[config.mk]
export PLATFORM = sky130hd
export DESIGN_NAME = pass_scheduler
export DESIGN_NICKNAME = d
export VERILOG_FILES = /design/src/rtl/pass_scheduler.sv
export SDC_FILE = /design/constraint.sdc
export NUM_CORES = 2
export LEC_CHECK = 0
export ABC_AREA = 1
export CAP_MARGIN = 20
export CORE_AREA = 2 2 416 418
export CTS_CLUSTER_SIZE = 8
export DETAILED_ROUTE_END_ITERATION = 6
export DIE_AREA = 0 0 418 420
export HOLD_SLACK_MARGIN = 0.05
export MAX_ROUTING_LAYER = met4
export PLACE_DENSITY = 0.51
export SYNTH_ARGS = -nofsm -noshare
export SYNTH_HDL_FRONTEND = slang
export SYNTH_SLANG_ARGS = --single-unit
[constraint.sdc]
create_clock -name clk -period 6.45 [get_ports clk]
set_input_delay 1.29 -clock clk [delete_from_list [all_inputs] [get_ports clk]]
set_output_delay 1.29 -clock clk [all_outputs]
set_load 0.1 [all_outputs]
[src/rtl/pass_scheduler.sv]
// Layer sequencer: walks m (outer), h, c (inner) tiles, issuing one Controller_pass run per tile
// with registered GLB base addresses built from running offsets.
module pass_scheduler #(
    parameter int ADDR_W = 32,
    parameter int CNT_W  = 8
) (
    input  logic              clk,
    input  logic              rst,
    input  logic              layer_start,
    input  logic              layer_abort,
    input  logic [CNT_W-1:0]  num_m,
    input  logic [CNT_W-1:0]  num_h,
    input  logic [CNT_W-1:0]  num_c,
    input  logic [ADDR_W-1:0] filter_base,
    input  logic [ADDR_W-1:0] ifmap_base,
    input  logic [ADDR_W-1:0] bias_base,
    input  logic [ADDR_W-1:0] opsum_base,
    input  logic [ADDR_W-1:0] filter_m_stride,
    input  logic [ADDR_W-1:0] filter_c_stride,
    input  logic [ADDR_W-1:0] ifmap_h_stride,
    input  logic [ADDR_W-1:0] ifmap_c_stride,
    input  logic [ADDR_W-1:0] bias_m_stride,
    input  logic [ADDR_W-1:0] opsum_m_stride,
    input  logic [ADDR_W-1:0] opsum_h_stride,
    output logic              pass_start,
    input  logic              pass_done,
    output logic              bias_ipsum_sel,
    output logic [ADDR_W-1:0] pass_filter_baseaddr,
    output logic [ADDR_W-1:0] pass_ifmap_baseaddr,
    output logic [ADDR_W-1:0] pass_bias_baseaddr,
    output logic [ADDR_W-1:0] pass_opsum_baseaddr,
    output logic [CNT_W-1:0]  m_idx,
    output logic [CNT_W-1:0]  h_idx,
    output logic [CNT_W-1:0]  c_idx,
    output logic              busy,
    output logic              layer_done
);
    typedef enum logic [2:0] {IDLE, LAUNCH, WAIT, ADVANCE, DONE} state_t;

    typedef struct packed {
        logic [CNT_W-1:0]  n_m, n_h, n_c;
        logic [ADDR_W-1:0] f_base, i_base, b_base, o_base;
        logic [ADDR_W-1:0] f_m_str, f_c_str, i_h_str, i_c_str, b_m_str, o_m_str, o_h_str;
    } cfg_t;

    state_t state, state_nxt;
    cfg_t   cfg;

    // Running offsets, one per (address, loop) term; each equals index * stride.
    logic [ADDR_W-1:0] f_m_off, f_c_off, i_h_off, i_c_off, b_m_off, o_m_off, o_h_off;
    logic [ADDR_W-1:0] f_m_nxt, f_c_nxt, i_h_nxt, i_c_nxt, b_m_nxt, o_m_nxt, o_h_nxt;
    logic [CNT_W-1:0]  m_nxt, h_nxt, c_nxt;
    logic              c_last, h_last, m_last, any_zero;

    assign c_last   = (c_idx == cfg.n_c - CNT_W'(1));
    assign h_last   = (h_idx == cfg.n_h - CNT_W'(1));
    assign m_last   = (m_idx == cfg.n_m - CNT_W'(1));
    assign any_zero = (num_m == '0) || (num_h == '0) || (num_c == '0);

    always_comb begin
        state_nxt = state;
        case (state)
            IDLE:    if (layer_start) state_nxt = any_zero ? DONE : LAUNCH;
            LAUNCH:  state_nxt = WAIT;
            WAIT:    if (pass_done) state_nxt = ADVANCE;
            ADVANCE: state_nxt = (m_last && h_last && c_last) ? DONE : LAUNCH;
            DONE:    state_nxt = IDLE;
            default: state_nxt = IDLE;
        endcase
        if (layer_abort && state != IDLE) state_nxt = IDLE;
    end

    always_comb begin
        c_nxt   = c_last ? '0 : c_idx + CNT_W'(1);
        f_c_nxt = c_last ? '0 : f_c_off + cfg.f_c_str;
        i_c_nxt = c_last ? '0 : i_c_off + cfg.i_c_str;
        h_nxt   = h_idx;
        i_h_nxt = i_h_off;
        o_h_nxt = o_h_off;
        m_nxt   = m_idx;
        f_m_nxt = f_m_off;
        b_m_nxt = b_m_off;
        o_m_nxt = o_m_off;
        if (c_last) begin
            h_nxt   = h_last ? '0 : h_idx + CNT_W'(1);
            i_h_nxt = h_last ? '0 : i_h_off + cfg.i_h_str;
            o_h_nxt = h_last ? '0 : o_h_off + cfg.o_h_str;
            if (h_last) begin
                m_nxt   = m_idx + CNT_W'(1);
                f_m_nxt = f_m_off + cfg.f_m_str;
                b_m_nxt = b_m_off + cfg.b_m_str;
                o_m_nxt = o_m_off + cfg.o_m_str;
            end
        end
    end

    always_ff @(posedge clk) begin
        if (rst) state <= IDLE;
        else     state <= state_nxt;
    end

    // Any return to IDLE (done, abort) clears the datapath so idle outputs read as zero.
    always_ff @(posedge clk) begin
        if (rst || (state != IDLE && state_nxt == IDLE)) begin
            cfg <= '0;
            {m_idx, h_idx, c_idx} <= '0;
            {f_m_off, f_c_off, i_h_off, i_c_off, b_m_off, o_m_off, o_h_off} <= '0;
            pass_filter_baseaddr <= '0;
            pass_ifmap_baseaddr  <= '0;
            pass_bias_baseaddr   <= '0;
            pass_opsum_baseaddr  <= '0;
            bias_ipsum_sel       <= 1'b0;
        end else if (state == IDLE && layer_start) begin
            cfg <= '{num_m, num_h, num_c, filter_base, ifmap_base, bias_base, opsum_base,
                     filter_m_stride, filter_c_stride, ifmap_h_stride, ifmap_c_stride,
                     bias_m_stride, opsum_m_stride, opsum_h_stride};
            {m_idx, h_idx, c_idx} <= '0;
            {f_m_off, f_c_off, i_h_off, i_c_off, b_m_off, o_m_off, o_h_off} <= '0;
            pass_filter_baseaddr <= filter_base;
            pass_ifmap_baseaddr  <= ifmap_base;
            pass_bias_baseaddr   <= bias_base;
            pass_opsum_baseaddr  <= opsum_base;
            bias_ipsum_sel       <= 1'b1;
        end else if (state == ADVANCE && state_nxt == LAUNCH) begin
            m_idx   <= m_nxt;
            h_idx   <= h_nxt;
            c_idx   <= c_nxt;
            f_m_off <= f_m_nxt;
            f_c_off <= f_c_nxt;
            i_h_off <= i_h_nxt;
            i_c_off <= i_c_nxt;
            b_m_off <= b_m_nxt;
            o_m_off <= o_m_nxt;
            o_h_off <= o_h_nxt;
            pass_filter_baseaddr <= cfg.f_base + f_m_nxt + f_c_nxt;
            pass_ifmap_baseaddr  <= cfg.i_base + i_h_nxt + i_c_nxt;
            pass_bias_baseaddr   <= cfg.b_base + b_m_nxt;
            pass_opsum_baseaddr  <= cfg.o_base + o_m_nxt + o_h_nxt;
            bias_ipsum_sel       <= (c_nxt == '0);
        end
    end

    assign pass_start = (state == LAUNCH);
    assign busy       = (state != IDLE);
    assign layer_done = (state == DONE);
endmodule
==> metrics <==
Via density=5.07; R2R Path End=pass_ifmap_baseaddr[29]$_SDFFE_PP0P_; final WL=224 mm; critical path class=reg -> reg; Initial Util=29.8%; Ys Warns=0; CP endpoint=pass_ifmap_baseaddr[29]$_SDFFE_PP0P_; via count of the routed design=52,300; area of the multi-input gates=31,500 µm²; setup repair after global routing missed its margin=no; worst r2r src=cfg[352]$_SDFFE_PP0P_; die area=176,000 µm²; fin worst setup slack=0.555 ns; Die W=418 µm; Routed Antenna Nets=0; Startpoint Class=flip-flop; dpl cells=10,100; minimum clock period=5.89 ns; initial antenna violation count=26; GRT Resource Usage Total=25.7%; WHS Path Cells=2; pwr/cell area=239 nW/µm²; vias in the first global route=50,900; Critical-path top delay cell=nor4_1; Crit. Startpoint=cfg[352]$_SDFFE_PP0P_; Reg2Reg Depth=29; Place WS=0.113 ns; FF+latch count, synth=756; sequential cell area=15,100 µm²; I/O Buffers=536; routability congestion estimate=0.948; Post-synth top flop=dfxtp_1; nets@finish=8,852; die height=420 µm; H-tree depth=3; P&R area growth vs syn=21.5%; 1st-iter DRT viols=3,398; post-synth cell types=57; setup tns final=0 ns; Layout Cells excl Fill=10,300; final hold vios=0; Root Driver=clkbuf_16; Ports=537; Filler cells=18,400; CTS resizes=0; Max transition margin=17.9%; required time worst endpoint=7.13 ns; Final setup viols=0; kind of end point of the critical path=flip-flop; Post-route DRC=0; slowest stage delay, CP=0.69 ns; Max Clock Skew=0.0259 ns; largest net degree at the start of global routing=171; hold crit path type=reg -> reg; Fmax achieved=170 MHz; later-pin clock latency in the skew report=0.75 ns; worst-path fanout max=7; status=complete, no violations; fin util=36.2%; max-slew violations=0; commonest non-fill, non-tap cell in the layout=nand2_1; Avg WL per Cell=21.8 µm; CTS max path bufs=3; Area after DPL=58,800 µm²; ys async rst share=0%; Core Area=171,000 µm²; GRT overflow=0; Synth Instances=7,588; Final Cycle Share=91.4%; TritonCTS clock tree=yes; Clk pin slew, worst setup/hold paths=0.05 ns; row cnt=152; clock sinks=756; Worst EP arrival=6.58 ns; post-synthesis average cell area=6.72 µm²; number of synthesized flops with an enable pin=0; leakage power=27.1 nW; most frequent cells in the layout=nand2_1 (1,948), a21oi_1 (996), inv_1 (825); r2r setup slk=0.56 ns; share of layout cells above drive strength 1=4.15%; global-route wire length before repair=330 mm; TritonCTS buffer count=111; maximum VDD drop=200 µV; post-synthesis sequential area ratio=29.7%; Crit path top cell by count=nand2_1; first-pass detailed-route iteration total=6; cts hold-fix bufs=0; Setup Fix Bufs, Post-CTS=0; Least-Margin Pin Slew=1.23 ns; max-cap viol count=0; Syn Nets=8,417; DP HPWL=174 mm; Syn Std Cell Area=51,000 µm²; final instance area=62,000 µm²
[report_power, final]
part / internal, mW / switching (mW) / leakage [nW] / total, mW
Clock: 3.36 / 2.30 / 1.57 / 5.66
Combinational: 1.10 / 2.77 / 19.4 / 3.87
Sequential: 5.02 / 0.237 / 6.17 / 5.25
Total: 9.48 / 5.31 / 27.1 / 14.8
[layout make-up]
class | count | share of cell area (%)
Sequential cell | 756 | 24.4
Multi-Input combinational cell | 5696 | 50.9
Clock buffer | 133 | 4.85
Tap cell | 2233 | 4.51
Antenna cell | 12 | 0.0485
Clock inverter | 12 | 0.293
Timing Repair Buffer | 622 | 9.92
Inverter | 836 | 5.11
[metrics by stage]
| stage | hold WS (ns) | total power [mW] |
|---|---|---|
| floorplan | 0.443 | 7.83 |
| global placement | 0.455 | 9.23 |
| detailed placement | 0.459 | 9.23 |
| CTS | 0.470 | 15.0 |
| global route | 0.486 | 15.4 |
| finish | 0.467 | 14.8 |
[Yosys cell counts, types with 13 or more instances]
cell type | n | area share [%]
ha_1 | 344 | 8.4
inv_1 | 825 | 6.1
clkbuf_1 | 200 | 1.5
dfxtp_1 | 756 | 30
fa_1 | 104 | 4.1
a31oi_1 | 37 | 0.45
or2_2 | 41 | 0.50
a21o_1 | 56 | 0.82
nor4_1 | 23 | 0.28
o21a_1 | 36 | 0.53
nand3_1 | 307 | 3.0
a211oi_1 | 30 | 0.44
nand3b_1 | 18 | 0.26
nor3_1 | 58 | 0.57
a21boi_0 | 23 | 0.34
o21ai_0 | 584 | 5.7
o21bai_1 | 39 | 0.57
o211ai_1 | 19 | 0.28
nand2_1 | 1953 | 14
buf_2 | 73 | 0.72
nor2_1 | 578 | 4.3
xor2_1 | 121 | 2.1
xnor2_1 | 86 | 1.5
o22ai_1 | 63 | 0.77
o21ai_1 | 24 | 0.24
nand4_1 | 54 | 0.66
a21oi_1 | 996 | 9.8
buf_1 | 13 | 0.096
[flip-flops by register name, summed over array words and instances (netlist names)]
signal                flops
f_m_off                  32
f_c_off                  32
pass_bias_baseaddr       32
i_h_off                  32
cfg                     376
pass_opsum_baseaddr      32
pass_ifmap_baseaddr      32
c_idx                     8
b_m_off                  32
o_h_off                  32
state                     3
o_m_off                  32
h_idx                     8
pass_filter_baseaddr     32
i_c_off                  32
bias_ipsum_sel            1
m_idx                     8
[worst max-delay path: cells and delay by family, from the launching register on]
| family | cells | cell delay (ns) |
|---|---|---|
| compound gates | 4 | 1.01 |
| buf+inv | 8 | 1.11 |
| simple gates | 14 | 2.24 |
| fa+ha+maj | 3 | 1.15 |
| flops | 1 | 0.31 |
[worst min-delay path by stage]
stage,from,endpoint,slack [ns]
2_1_floorplan,o_m_off[17]$_SDFFE_PP0P_,o_m_off[17]$_SDFFE_PP0P_,0.44
3_3_place_gp,cfg[187]$_SDFFE_PP0P_,cfg[187]$_SDFFE_PP0P_,0.46
3_5_place_dp,bias_ipsum_sel$_SDFFE_PP0P_,bias_ipsum_sel$_SDFFE_PP0P_,0.46
4_1_cts,f_c_off[14]$_SDFFE_PP0P_,f_c_off[14]$_SDFFE_PP0P_,0.47
5_1_grt,cfg[9]$_SDFFE_PP0P_,cfg[9]$_SDFFE_PP0P_,0.49
6_report,cfg[79]$_SDFFE_PP0P_,cfg[79]$_SDFFE_PP0P_,0.47
[kinds of logic after synthesis]
family | Yosys count | share of synthesized area (%)
xor gates and xnor gates | 208 | 3.59
adders and majority gates | 448 | 12.5
muxes | 9 | 0.177
AOI/OAI and AO/OA | 1975 | 21.1
DFF | 756 | 29.7
and+or+nand+nor | 3056 | 24.3
buffers and inverters | 1136 | 8.65
[layer usage]
layer | vias up | global-route usage [%] | part of all wire (%)
met3 | 359 | 2.29 | 3.7
met1 | 24700 | 31.1 | 43
li1 | 25900 | - | -
met2 | 1276 | 43.1 | 48
met4 | 0 | 11.9 | 5.2
met5 | - | - | 0
Power figures use the tool's default switching activity.
